File: src/rtl/bram_fifo_ctrl_pkg.sv
// bram_fifo_ctrl_pkg
// Shared constants for the BRAM FIFO controller and its integrating wrapper.
//   BRAM_ADDR_W / BRAM_DATA_W : fixed alta_bram port geometry.
//   port_width_e              : codes for the PORTA_WIDTH / PORTB_WIDTH settings.
//   port_width_code()         : maps a FIFO DATA_W to the matching width code, so the
//                               wrapper can derive both BRAM width settings from DATA_W.
package bram_fifo_ctrl_pkg;

  localparam int BRAM_ADDR_W = 12;
  localparam int BRAM_DATA_W = 18;

  typedef enum logic [2:0] {
    PW_1  = 3'd0,
    PW_2  = 3'd1,
    PW_4  = 3'd2,
    PW_9  = 3'd3,
    PW_18 = 3'd4
  } port_width_e;

  // Smallest BRAM port width that holds a data_w-bit word.
  function automatic port_width_e port_width_code(input int data_w);
    if (data_w <= 1)      return PW_1;
    else if (data_w <= 2) return PW_2;
    else if (data_w <= 4) return PW_4;
    else if (data_w <= 9) return PW_9;
    else                  return PW_18;
  endfunction

endpackage

File: src/rtl/bram_fifo_skid.sv
// bram_fifo_skid
// Two-entry valid/ready buffer that catches words returning from the BRAM read port.
// A word arriving while the buffer is empty is presented straight through, so the
// read-return cycle already shows valid data; it is stored only if not taken that cycle.
// Ports:
//   clk_i, rst_i   clock, asynchronous active-high reset
//   clear_i        synchronous clear (drops stored words and the arriving word)
//   cap_valid_i    a BRAM read returns this cycle; cap_data_i carries it
//   ready_i        downstream ready
//   valid_o/data_o head of the buffer (data_o is zero when nothing is valid)
//   pop_o          handshake completed this cycle
//   cnt_o          number of stored words (0..2)
module bram_fifo_skid #(
  parameter int DATA_W = 18
) (
  input  logic              clk_i,
  input  logic              rst_i,
  input  logic              clear_i,
  input  logic              cap_valid_i,
  input  logic [DATA_W-1:0] cap_data_i,
  input  logic              ready_i,
  output logic              valid_o,
  output logic [DATA_W-1:0] data_o,
  output logic              pop_o,
  output logic [1:0]        cnt_o
);

  logic [DATA_W-1:0] mem_q [2];
  logic              head_q;
  logic [1:0]        cnt_q;
  logic [1:0]        cnt_d;
  logic              has_data;
  logic              push;
  logic              deq;
  logic              tail;

  assign has_data = (cnt_q != 2'd0);
  assign valid_o  = has_data | cap_valid_i;
  assign data_o   = has_data ? mem_q[head_q] : (cap_valid_i ? cap_data_i : '0);
  assign pop_o    = valid_o & ready_i;
  assign deq      = pop_o & has_data;
  // An arriving word consumed in the same cycle through the bypass is never stored.
  assign push     = cap_valid_i & ~(pop_o & ~has_data);
  assign tail     = head_q ^ cnt_q[0];
  assign cnt_d    = cnt_q + {1'b0, push} - {1'b0, deq};
  assign cnt_o    = cnt_q;

  always_ff @(posedge clk_i or posedge rst_i) begin
    if (rst_i) begin
      cnt_q  <= 2'd0;
      head_q <= 1'b0;
      for (int i = 0; i < 2; i++) mem_q[i] <= '0;
    end else if (clear_i) begin
      cnt_q  <= 2'd0;
      head_q <= 1'b0;
    end else begin
      if (push) mem_q[tail] <= cap_data_i;
      if (deq)  head_q <= ~head_q;
      cnt_q <= cnt_d;
    end
  end

endmodule

File: src/rtl/bram_fifo_ctrl.sv
// bram_fifo_ctrl
// Synchronous FIFO controller wrapped around an external simple-dual-port alta_bram
// (port A write-only, port B read-only, no output register).
// Ports:
//   Clk, AsyncReset         clock (also BRAM Clk0), asynchronous active-high reset
//   Flush                   synchronous clear of all FIFO contents
//   InData/InValid/InReady  write stream
//   OutData/OutValid/OutReady read stream
//   Level                   words held: BRAM + in-flight read + skid buffer
//   BramDataIn/BramAddrA/BramWeA  BRAM port A (write)
//   BramAddrB/BramReB/BramDataOut BRAM port B (read)
//   BramClkEn               BRAM clock enable, constant 1
module bram_fifo_ctrl
  import bram_fifo_ctrl_pkg::*;
#(
  parameter int DATA_W     = 18,
  parameter int ADDR_W     = 8,
  parameter int ADDR_SHIFT = 0
) (
  input  logic                   Clk,
  input  logic                   AsyncReset,
  input  logic                   Flush,
  input  logic [DATA_W-1:0]      InData,
  input  logic                   InValid,
  output logic                   InReady,
  output logic [DATA_W-1:0]      OutData,
  output logic                   OutValid,
  input  logic                   OutReady,
  output logic [ADDR_W+1:0]      Level,
  output logic [DATA_W-1:0]      BramDataIn,
  output logic [BRAM_ADDR_W-1:0] BramAddrA,
  output logic                   BramWeA,
  output logic [BRAM_ADDR_W-1:0] BramAddrB,
  output logic                   BramReB,
  output logic                   BramClkEn,
  input  logic [DATA_W-1:0]      BramDataOut
);

  localparam logic [ADDR_W:0] DEPTH = {1'b1, {ADDR_W{1'b0}}};

  logic [ADDR_W-1:0] wr_ptr_q;
  logic [ADDR_W-1:0] rd_ptr_q;
  logic [ADDR_W:0]   ram_cnt_q;
  logic [ADDR_W:0]   ram_cnt_d;
  logic              rd_pend_q;
  logic [ADDR_W+1:0] level_q;
  logic [ADDR_W+1:0] level_d;
  logic              wr_fire;
  logic              rd_issue;
  logic              pop;
  logic [1:0]        skid_cnt;
  logic [2:0]        occ_after_pop;

  // Held low while reset is asserted so the writer never sees a stale ready.
  assign InReady = ~AsyncReset & ~Flush & (ram_cnt_q < DEPTH);
  assign wr_fire = InValid & InReady;

  // Skid occupancy once this cycle's pop is applied, counting the in-flight read as
  // already occupying a slot; a new read is only issued if it is guaranteed a slot.
  assign occ_after_pop = {1'b0, skid_cnt} + {2'b00, rd_pend_q} - {2'b00, pop};
  // ram_cnt is registered, so a word written this cycle is not read until the next.
  assign rd_issue = ~Flush & (ram_cnt_q != '0) & (occ_after_pop < 3'd2);

  assign ram_cnt_d = ram_cnt_q + {{ADDR_W{1'b0}}, wr_fire} - {{ADDR_W{1'b0}}, rd_issue};
  // Every word enters via a write and leaves via a pop, so the total tracks those two.
  assign level_d   = level_q + {{(ADDR_W+1){1'b0}}, wr_fire} - {{(ADDR_W+1){1'b0}}, pop};

  assign BramWeA    = wr_fire;
  assign BramDataIn = InData;
  assign BramAddrA  = BRAM_ADDR_W'(wr_ptr_q) << ADDR_SHIFT;
  assign BramReB    = rd_issue;
  assign BramAddrB  = BRAM_ADDR_W'(rd_ptr_q) << ADDR_SHIFT;
  assign BramClkEn  = 1'b1;
  assign Level      = level_q;

  bram_fifo_skid #(
    .DATA_W(DATA_W)
  ) u_skid (
    .clk_i       (Clk),
    .rst_i       (AsyncReset),
    .clear_i     (Flush),
    .cap_valid_i (rd_pend_q & ~Flush),
    .cap_data_i  (BramDataOut),
    .ready_i     (OutReady),
    .valid_o     (OutValid),
    .data_o      (OutData),
    .pop_o       (pop),
    .cnt_o       (skid_cnt)
  );

  always_ff @(posedge Clk or posedge AsyncReset) begin
    if (AsyncReset) begin
      wr_ptr_q  <= '0;
      rd_ptr_q  <= '0;
      ram_cnt_q <= '0;
      rd_pend_q <= 1'b0;
      level_q   <= '0;
    end else if (Flush) begin
      wr_ptr_q  <= '0;
      rd_ptr_q  <= '0;
      ram_cnt_q <= '0;
      rd_pend_q <= 1'b0;
      level_q   <= '0;
    end else begin
      if (wr_fire)  wr_ptr_q <= wr_ptr_q + 1'b1;
      if (rd_issue) rd_ptr_q <= rd_ptr_q + 1'b1;
      ram_cnt_q <= ram_cnt_d;
      rd_pend_q <= rd_issue;
      level_q   <= level_d;
    end
  end

endmodule
File: config.mk
export PLATFORM = sky130hd
export DESIGN_NAME = bram_fifo_ctrl
export DESIGN_NICKNAME = d
export VERILOG_FILES = /design/src/rtl/bram_fifo_ctrl_pkg.sv /design/src/rtl/bram_fifo_skid.sv /design/src/rtl/bram_fifo_ctrl.sv
export SDC_FILE = /design/constraint.sdc
export NUM_CORES = 1
export LEC_CHECK = 0
export BUFFER_PORTS_ARGS = -buffer_cell sky130_fd_sc_hd__buf_2
export CAP_MARGIN = 20
export CELL_PAD_IN_SITES_DETAIL_PLACEMENT = 1
export CELL_PAD_IN_SITES_GLOBAL_PLACEMENT = 1
export CORE_MARGIN = 5
export CORE_UTILIZATION = 45
export DETAILED_ROUTE_END_ITERATION = 16
export HOLD_SLACK_MARGIN = 0.15
export PLACE_DENSITY = 0.87
export SETUP_SLACK_MARGIN = 0.3
export SLEW_MARGIN = 20
export SYNTH_ARGS = -nofsm -noshare
export SYNTH_HDL_FRONTEND = slang
export SYNTH_HIERARCHICAL = 1
export SYNTH_SLANG_ARGS = --single-unit
File: constraint.sdc
create_clock -name Clk -period 7.06 [get_ports Clk]
set_clock_uncertainty 0.2 [all_clocks]
set_input_delay 0.706 -clock Clk [delete_from_list [all_inputs] [get_ports Clk]]
set_output_delay 0.706 -clock Clk [all_outputs]
set_load 0.01 [all_outputs]
; ---- Word level (Yosys, flattened, before mapping)
; Cells that the tools add are included.
[totals]
wordCells = 68
latch_bits = 0
ff_bits = 75
in_bits = 41
mem_bits_rw = 0
output_inout_bits = 75
rom_bits = 0
n_memories = 0
[op_classes]
add_sub_neg = 10
n_bitwise = 19
reduce_logical = 7
n_lt_le_gt_ge = 5
shift = 0
eq_ne = 0
n_mul = 0
div = 0
muxes = 18
[ops]
columns = operator, count
row1 = two-way mux 18 bit, 6
row2 = bitwise mux 36 bit, 1
row3 = two-way mux 8 bit, 4
row4 = demux 18 bit (select 1 bit), 1
row5 = adder 8 x 1 -> 8 bit (second input constant), 2
row6 = adder 10 x 1 -> 10 bit, 1
row7 = AND 1 bit, 10
row8 = two-way mux 10 bit, 1
row9 = subtractor 10 x 1 -> 10 bit, 1
row10 = adder 9 x 1 -> 9 bit, 1
row11 = less-than comparator 9 bit (second input constant), 1
row12 = two-way mux 9 bit, 1
row13 = nonzero test 9 bit, 1
row14 = subtractor 9 x 1 -> 9 bit, 1
row15 = nonzero test 2 bit, 4
row16 = inverter 1 bit, 5
row17 = greater-or-equal comparator 2 bit (second input constant), 2
row18 = inverter 1 -> 2 bit, 2
row19 = adder 2 x 1 -> 3 bit, 1
row20 = less-than comparator 3 x 2 -> 1 bit (second input constant), 1
row21 = two-way mux 1 bit, 3
row22 = subtractor 3 x 1 -> 3 bit, 1
row23 = adder 2 x 1 -> 2 bit, 1
row24 = less-than comparator 2 x 1 -> 1 bit (second input constant), 1
row25 = other kinds (6), 6

; ---- Logic depth before layout (Yosys ltp)
; Gate-level depths: netlist of run 1.
[depth]
depth_word = 10
depth_mapped = 19
mapped_depth_nobuf = 17

; ---- By module
; The synthesis of run 1 kept the hierarchy.
[by_module_without_submodules]
columns = mod, instances, cells_each, area_each_um2, seq_area_each_um2
row1 = bram_fifo_ctrl, 1, 271, 2552.4, 900.9
row2 = bram_fifo_skid, 1, 164, 2044.5, 975.9

; ---- Worst setup path after synthesis of run 1
; No wires, ideal clock.
[synth_timing]
kind = input to register
from = input Flush
to = register ram_cnt_q[8]
n_path_buf = 2
t_arrival_ns = 4.939
stages = 19
path_slack_ns = 1.842
setup_time_ns = 0.078
path_cell_list = clkbuf_1 -> nor2b_1 -> or3_1 -> and2_1 -> ha_1 -> nand2b_1 -> fa_1 -> xor2_1 -> a2111oi_4 -> buf_6 -> ha_1 -> inv_1 -> ha_1 -> fa_1 -> a211o_1 -> a31oi_1 -> nor3_1 -> or3_1 -> a21oi_1
[synth_between]
elab_chain_len = 9
elab_cells_between_ends = 14
cone_classes = add/sub (3) / order compare (1) / mux (1) / bitwise (9)
[synth_rtl]
columns = item, line
row1 = start: declaration, bram_fifo_ctrl.sv:22  ; input logic Flush,
row2 = inverter 1 bit (no line), --
row3 = AND 1 bit, bram_fifo_ctrl.sv:82  ; .cap_valid_i (rd_pend_q & ~Flush),
row4 = OR 1 bit, bram_fifo_skid.sv:38  ; assign valid_o = has_data | cap_valid_i;
row5 = named net OutValid, bram_fifo_ctrl.sv:27  ; output logic OutValid,
row6 = AND 1 bit, bram_fifo_skid.sv:40  ; assign pop_o = valid_o & ready_i;
row7 = named net pop, bram_fifo_ctrl.sv:50  ; logic pop;
row8 = subtractor 3 x 1 -> 3 bit, bram_fifo_ctrl.sv:60  ; assign occ_after_pop = {1'b0, skid_cnt} + {2'b00, rd_pend_q} - {2'b00, pop};
row9 = less-than comparator 3 x 2 -> 1 bit, bram_fifo_ctrl.sv:62  ; assign rd_issue = ~Flush & (ram_cnt_q != '0) & (occ_after_pop < 3'd2);
row10 = AND 1 bit, bram_fifo_ctrl.sv:62
row11 = named net BramReB, bram_fifo_ctrl.sv:34  ; output logic BramReB,
row12 = subtractor 9 x 1 -> 9 bit, bram_fifo_ctrl.sv:64  ; assign ram_cnt_d = ram_cnt_q + {{ADDR_W{1'b0}}, wr_fire} - {{ADDR_W{1'b0}}, rd_issue};
row13 = two-way mux 9 bit, bram_fifo_ctrl.sv:98  ; end else if (Flush) begin
row14 = end signal: assignment, bram_fifo_ctrl.sv:107  ; ram_cnt_q <= ram_cnt_d;
row15 = end: declaration, bram_fifo_ctrl.sv:43  ; logic [ADDR_W:0] ram_cnt_q;
; The timed path passes the listed nets, and every way through them passes these cells.
; A chain may end at the register's enable or synchronous reset.

; ---- Worst setup path after layout of run 1
[layout_timing]
from = register rd_pend_q
to = register ram_cnt_q[8]
[layout_between]
elab_chain_len = 8
elab_cells_between_ends = 9
cone_classes = add/sub (3) / order compare (1) / mux (1) / bitwise (4)
[layout_rtl]
columns = item, line
row1 = start: declaration, bram_fifo_ctrl.sv:45  ; logic rd_pend_q;
row2 = start signal: assignment, bram_fifo_ctrl.sv:108  ; rd_pend_q <= rd_issue;
row3 = AND 1 bit, bram_fifo_ctrl.sv:82
row4 = OR 1 bit, bram_fifo_skid.sv:38
row5 = AND 1 bit, bram_fifo_skid.sv:40
row6 = named net pop, bram_fifo_ctrl.sv:50
row7 = subtractor 3 x 1 -> 3 bit, bram_fifo_ctrl.sv:60
row8 = less-than comparator 3 x 2 -> 1 bit, bram_fifo_ctrl.sv:62
row9 = AND 1 bit, bram_fifo_ctrl.sv:62
row10 = subtractor 9 x 1 -> 9 bit, bram_fifo_ctrl.sv:64
row11 = two-way mux 9 bit, bram_fifo_ctrl.sv:98
; The timed path passes the listed nets, and every way through them passes these cells.

==> flow_metrics.env, run 1 <==
export IMPL_status="finished, final reports clean"
export IMPL_area_growth_pct=11.3
export IMPL_synth_edff_count=0
export IMPL_fp_row_count=36
export IMPL_grt_pass1_vias=3770
export IMPL_path_max_fanout=21
export IMPL_drive_gt1_frac=0.266
export IMPL_worstPathRequired_ps=7140
export IMPL_cts_resized=0
export IMPL_drt_wirelength_per_cell_microns=17.6
export IMPL_synth_avg_cell_area_sq_um=10.6
export IMPL_antenna_found_initial=0
export IMPL_drv_slew=0
export IMPL_dp_slack_ps=1310
export IMPL_nNetsFinal=559
export IMPL_drt_iter0_drc=132
export IMPL_synthCells=435
export IMPL_pin_count=116
export IMPL_numCtsBuffers=9
export IMPL_hold_viol=0
export IMPL_die_h_microns=111
export IMPL_globalRouteTotalUtil=0.183
export IMPL_synth_cell_types=52
export IMPL_cp_cell_sequence="nor2b_1, buf_4, or3_1, and2_1, ha_1, nand2b_1, fa_1, xor2_1, a2111oi_4, ha_1, inv_1, ha_1, fa_1, a211o_1, a31oi_1, nor3_1, or3_1, a21oi_1"
export IMPL_crit_arrival_ps=5550
export IMPL_die_width_microns=111
export IMPL_endpoint_kind="flip-flop"
export IMPL_cts_setup_buffers=0
export IMPL_clk_latency_ps=360
export IMPL_final_cell_mix="dfrtp_1 (75), buf_2 (70), o21ai_0 (30)"
export IMPL_yosysWarnings=6
export IMPL_synthesis_area_sq_um=4600
export IMPL_fin_total_pwr_uw=2370
export IMPL_grt_overflow=0
export IMPL_fin_hold_ws_ps=309
export IMPL_cts_sinks=75
export IMPL_fin_ws_ps=1600
export IMPL_dieArea_sq_um=12300
export IMPL_clk_pin_slew_worst_paths_ps=80
export IMPL_clock_fmax_mhz=183
export IMPL_maxCapViolCount=0
export IMPL_relSlewSlack=0.478
export IMPL_final_common_cell="dfrtp_1"
export IMPL_ys_ff_latch=75
export IMPL_htree_num_levels=3
export IMPL_routabilityCongestion=0.785
export IMPL_path_buf_inv=2
export IMPL_via_per_inst=5.28
export IMPL_drc=0
export IMPL_tns_ps=0
export IMPL_min_period_ps=5460
export IMPL_power_density_nw_per_um2=463
export IMPL_ys_flop_type="dfrtp_1"
export IMPL_core_area_sq_um=9860
export IMPL_slowest_stage="a2111oi_4"
export IMPL_routed_via_count=3308
export IMPL_finalSetupViolCount=0
export IMPL_synthArstFlopShare=1.00
export IMPL_cp_top_family="adder cells"
export IMPL_initial_core_util=0.466
export IMPL_peakVddDrop_uv=159
export IMPL_path_class="flip-flop to flip-flop"
export IMPL_ant_nets=0
export IMPL_cp_start_kind="flip-flop"
export IMPL_cts_tree="done"
export IMPL_rsz0062_at_grt="false"
export IMPL_p_leak_uw=0.00246
export IMPL_hp_class="flip-flop to flip-flop"
export IMPL_antenna_cells=0
export IMPL_final_util=0.519
export IMPL_crit_path_max_incr_delay_ps=700
export IMPL_grt_pass1_wl_mm=18.6
export IMPL_dpl_hpwl_mm=7.89
export IMPL_period_share=0.774
export IMPL_numPortBuffers=70
export IMPL_worstMarginPinSlew_ps=781
export IMPL_cpMostUsedCell="ha_1"
export IMPL_drt_first_pass_iters=4
export IMPL_cts_root_buffer="clkbuf_8"
export IMPL_routed_wl_mm=11.0
export IMPL_yosysSeqAreaShare=0.408
export IMPL_grt_max_degree=44
export IMPL_clock_tree_buffer_depth=2
-- kinds of logic after synthesis --
group,count (synthesis),share of synthesized area
AOI/OAI and AO/OA,65,0.0912
xor gates and xnor gates,23,0.0438
adders and majority gates,30,0.0866
buffers and inverters,70,0.0879
DFF,75,0.408
muxes,57,0.143
other,2,0.00163
and+or+nand+nor,113,0.138
-- sequential cells by signal, indices dropped and copies added, names as in the netlist --
signal,flops
u_skid/mem_q,36
Level,10
u_skid/cnt_o,2
ram_cnt_q,9
u_skid/head_q,1
rd_ptr_q,8
wr_ptr_q,8
rd_pend_q,1
-- stage by stage --
stage	instance area [sq um]	instances
5_1_grt	5110	626
4_1_cts	5110	626
2_1_floorplan	4620	442
6_report	5110	626
3_5_place_dp	4890	609
3_3_place_gp	4890	609
-- cells in the mapped netlist (2+ instances only) --
| cell type | instances | area [sq um] |
|---|---|---|
| nor2b_1 | 12 | 75.1 |
| nand3_1 | 19 | 95.1 |
| inv_1 | 28 | 105 |
| conb_1 | 2 | 7.51 |
| mux2_4 | 10 | 150 |
| a211oi_1 | 3 | 22.5 |
| clkbuf_1 | 8 | 30.0 |
| nand2_1 | 14 | 52.6 |
| xor2_1 | 12 | 105 |
| or3_1 | 6 | 37.5 |
| a21o_1 | 2 | 15.0 |
| a31oi_1 | 3 | 18.8 |
| xnor2_1 | 11 | 96.3 |
| mux2i_1 | 19 | 190 |
| nor3_1 | 8 | 40.0 |
| a21oi_4 | 2 | 32.5 |
| fa_1 | 3 | 60.1 |
| mux2_2 | 18 | 203 |
| buf_6 | 2 | 22.5 |
| buf_4 | 29 | 218 |
| nor2_1 | 27 | 101 |
| a21oi_1 | 13 | 65.1 |
| ha_1 | 27 | 338 |
| o21ai_0 | 30 | 150 |
| nand2b_1 | 8 | 50.1 |
| mux2_1 | 10 | 113 |
| dfrtp_1 | 75 | 1880 |
| o21a_1 | 4 | 30.0 |
| o21bai_1 | 3 | 22.5 |
| and3_1 | 2 | 12.5 |
| nand4_1 | 4 | 25.0 |
-- routing by layer --
layer	up-vias	wire [microns]	global-route usage
li1	1570	-	-
met1	1660	4510	0.209
met2	60	5940	0.333
met3	18	339	0.0355
met4	0	217	0.0730
met5	-	0	0
-- cell type report --
type	count	area, sq um
inverter	28	105
tap	133	166
multi-input combinational	297	2340
clock inverter	6	88.8
sequential	75	1880
timing repair buffer	77	405
clock buffer	10	128
fill	1125	4750
-- power breakdown --
group / leakage [uW] / internal, uW / total [uW] / switching [uW]
Combinational: 0.00138 / 587 / 1290 / 707
Clock: 0.000103 / 200 / 368 / 168
Sequential: 0.000979 / 593 / 708 / 114
-- path summary, 6_finish.rpt --
check / start / to / slack [ps] / depth (start not counted)
worst max-delay path: rd_pend_q$_DFF_PP0_ / ram_cnt_q[8]$_DFF_PP0_ / 1600 / 18
worst min-delay path: u_skid/mem_q[34]$_DFFE_PP0P_ / u_skid/mem_q[34]$_DFFE_PP0P_ / 310 / 1
worst max register to register: rd_pend_q$_DFF_PP0_ / ram_cnt_q[8]$_DFF_PP0_ / 1600 / 18
worst min register to register: u_skid/mem_q[34]$_DFFE_PP0P_ / u_skid/mem_q[34]$_DFFE_PP0P_ / 310 / 1
max in group asynchronous: AsyncReset / wr_ptr_q[7]$_DFFE_PP0P_ / 5410 / 4
min in group asynchronous: AsyncReset / wr_ptr_q[0]$_DFFE_PP0P_ / 600 / 3
-- what timing repair did --
item,CTS,global route
hold endpoints to repair,2,0
hold buffers,1,0
setup endpoints to repair,0,0
Note: power is estimated with default switching activity, not from simulation.
==> run 2, diff against run 1 <==
Settings changed: CORE_UTILIZATION 45 to 41, PLACE_DENSITY 0.87 to 0.8.
Clock period 7.06 ns to 5.7 ns, I/O delays scaled along.
==> run 2 against run 1 <==
Effect of this change: core utilization shrank 3.9 points; critical path depth shrank 1; die area grew 8.9%; first-iteration DRC count grew 17%; final area grew 2.4%; maximum frequency grew 12%; combinational power grew 22%; power grew 30%; global-route usage shrank 1.3 points; largest cell class unchanged.
==> flow_metrics.env, run 2 (synthesized netlist as in run 1, its figures left out) <==
export IMPL_min_period_ps=4890
export IMPL_routed_wl_mm=10.8
export IMPL_die_width_microns=116
export IMPL_numCtsBuffers=9
export IMPL_path_buf_inv=2
export IMPL_dieArea_sq_um=13400
export IMPL_cp_start_kind="flip-flop"
export IMPL_globalRouteTotalUtil=0.169
export IMPL_final_common_cell="dfrtp_1"
export IMPL_antenna_found_initial=0
export IMPL_placed_area_sq_um=4900
export IMPL_grt_overflow=0
export IMPL_path_class="flip-flop to flip-flop"
export IMPL_p_leak_uw=0.00251
export IMPL_cp_cell_sequence="or3_1, and2_1, ha_1, nand2b_1, fa_1, xor2_1, a2111oi_4, buf_4, ha_1, inv_1, ha_1, fa_1, a211o_1, a31oi_1, nor3_1, or3_1, a21oi_1"
export IMPL_maxCapViolCount=0
export IMPL_crit_path_max_incr_delay_ps=470
export IMPL_initial_core_util=0.420
export IMPL_max_flop_register="u_skid/mem_q"
export IMPL_drv_slew=0
export IMPL_worstHoldStart="u_skid/mem_q[31]$_DFFE_PP0P_"
export IMPL_drive_gt1_frac=0.269
export IMPL_clock_tree_buffer_depth=2
export IMPL_drt_iter0_drc=154
export IMPL_drc=0
export IMPL_grt_max_degree=44
export IMPL_path_max_fanout=14
export IMPL_grt_pass1_wl_mm=18.0
export IMPL_period_share=0.857
export IMPL_cts_sinks=75
export IMPL_rsz0062_at_grt="false"
export IMPL_via_per_inst=5.22
export IMPL_area_growth_pct=14.0
export IMPL_drt_wirelength_per_cell_microns=17.1
export IMPL_timing_rr_start="u_skid/cnt_o[1]$_DFF_PP0_"
export IMPL_grt_pass1_vias=3683
export IMPL_power_density_nw_per_um2=588
export IMPL_antenna_cells=0
export IMPL_cpMostUsedCell="ha_1"
export IMPL_crit_arrival_ps=4940
export IMPL_nNetsFinal=560
export IMPL_worstMarginPinSlew_ps=827
export IMPL_peakVddDrop_uv=205
export IMPL_status="finished, final reports clean"
export IMPL_fin_area_sq_um=5240
export IMPL_cp_top_family="adder cells"
export IMPL_routed_via_count=3309
export IMPL_htree_num_levels=3
export IMPL_endpoint_kind="flip-flop"
export IMPL_hold_viol=0
export IMPL_fp_row_count=38
export IMPL_ant_nets=0
export IMPL_drt_first_pass_iters=4
export IMPL_relSlewSlack=0.447
export IMPL_clock_fmax_mhz=205
export IMPL_largest_reg_flops=36
export IMPL_worstPathRequired_ps=5760
export IMPL_hp_class="flip-flop to flip-flop"
export IMPL_cp_startpoint="u_skid/cnt_o[1]$_DFF_PP0_"
export IMPL_pin_count=116
export IMPL_numPortBuffers=70
export IMPL_cts_setup_buffers=0
export IMPL_final_cell_mix="dfrtp_1 (75), buf_2 (70), o21ai_0 (30)"
export IMPL_routabilityCongestion=0.747
export IMPL_cts_tree="done"
export IMPL_cts_root_buffer="clkbuf_16"
export IMPL_fin_total_pwr_uw=3080
export IMPL_slowest_stage="dfrtp_1"
export IMPL_finalSetupViolCount=0
export IMPL_core_area_sq_um=10900
export IMPL_clk_latency_ps=330
export IMPL_tns_ps=0
export IMPL_die_h_microns=116
export IMPL_dpl_hpwl_mm=7.60
export IMPL_clk_pin_slew_worst_paths_ps=60
run 2: final cells by class:
cell class / instances / area [sq um]
Clock buffer: 9 / 225
Clock inverter: 7 / 100
Fill cell: 1237 / 5700
Inverter: 28 / 105
Multi-Input combinational cell: 297 / 2340
Sequential cell: 75 / 1880
Tap cell: 140 / 175
Timing Repair Buffer: 78 / 413
run 2: repair_timing:
item | 4_1_cts | 5_1_grt
hold endpoints to repair | 12 | 0
hold buffers | 1 | 0
resized for setup | 0 | 0
run 2: path summary, 6_finish.rpt:
| kind | to | cells past startpoint | slack [ps] |
|---|---|---|---|
| max | ram_cnt_q[8]$_DFF_PP0_ | 17 | 810 |
| min | u_skid/mem_q[31]$_DFFE_PP0P_ | 1 | 290 |
| max reg2reg | ram_cnt_q[8]$_DFF_PP0_ | 17 | 810 |
| min reg2reg | u_skid/mem_q[31]$_DFFE_PP0P_ | 1 | 290 |
| max in group asynchronous | wr_ptr_q[0]$_DFFE_PP0P_ | 4 | 3900 |
| min in group asynchronous | rd_pend_q$_DFF_PP0_ | 3 | 690 |
run 2: stage by stage:
stage / hold WS [ps] / util / setup WS (ps) / instances
6_report: 286 / 0.479 / 814 / 634
5_1_grt: 290 / 0.479 / 564 / 634
4_1_cts: 275 / 0.479 / 788 / 634
3_5_place_dp: 280 / 0.449 / 673 / 617
3_3_place_gp: 266 / 0.449 / 783 / 617
2_1_floorplan: 257 / - / 618 / 442
run 2: layer usage:
layer,track usage,up-vias,share of wire,routed length (microns)
met5,0,-,0,0
met3,0.0256,21,0.034,374
met1,0.202,1662,0.40,4380
li1,-,1573,-,-
met2,0.303,53,0.54,5850
met4,0.0712,0,0.021,232
run 2: report_power, final:
group / total [uW] / internal, uW / switching, uW
logic: 1580 / 730 / 854
clock network: 621 / 386 / 235
registers: 874 / 736 / 138
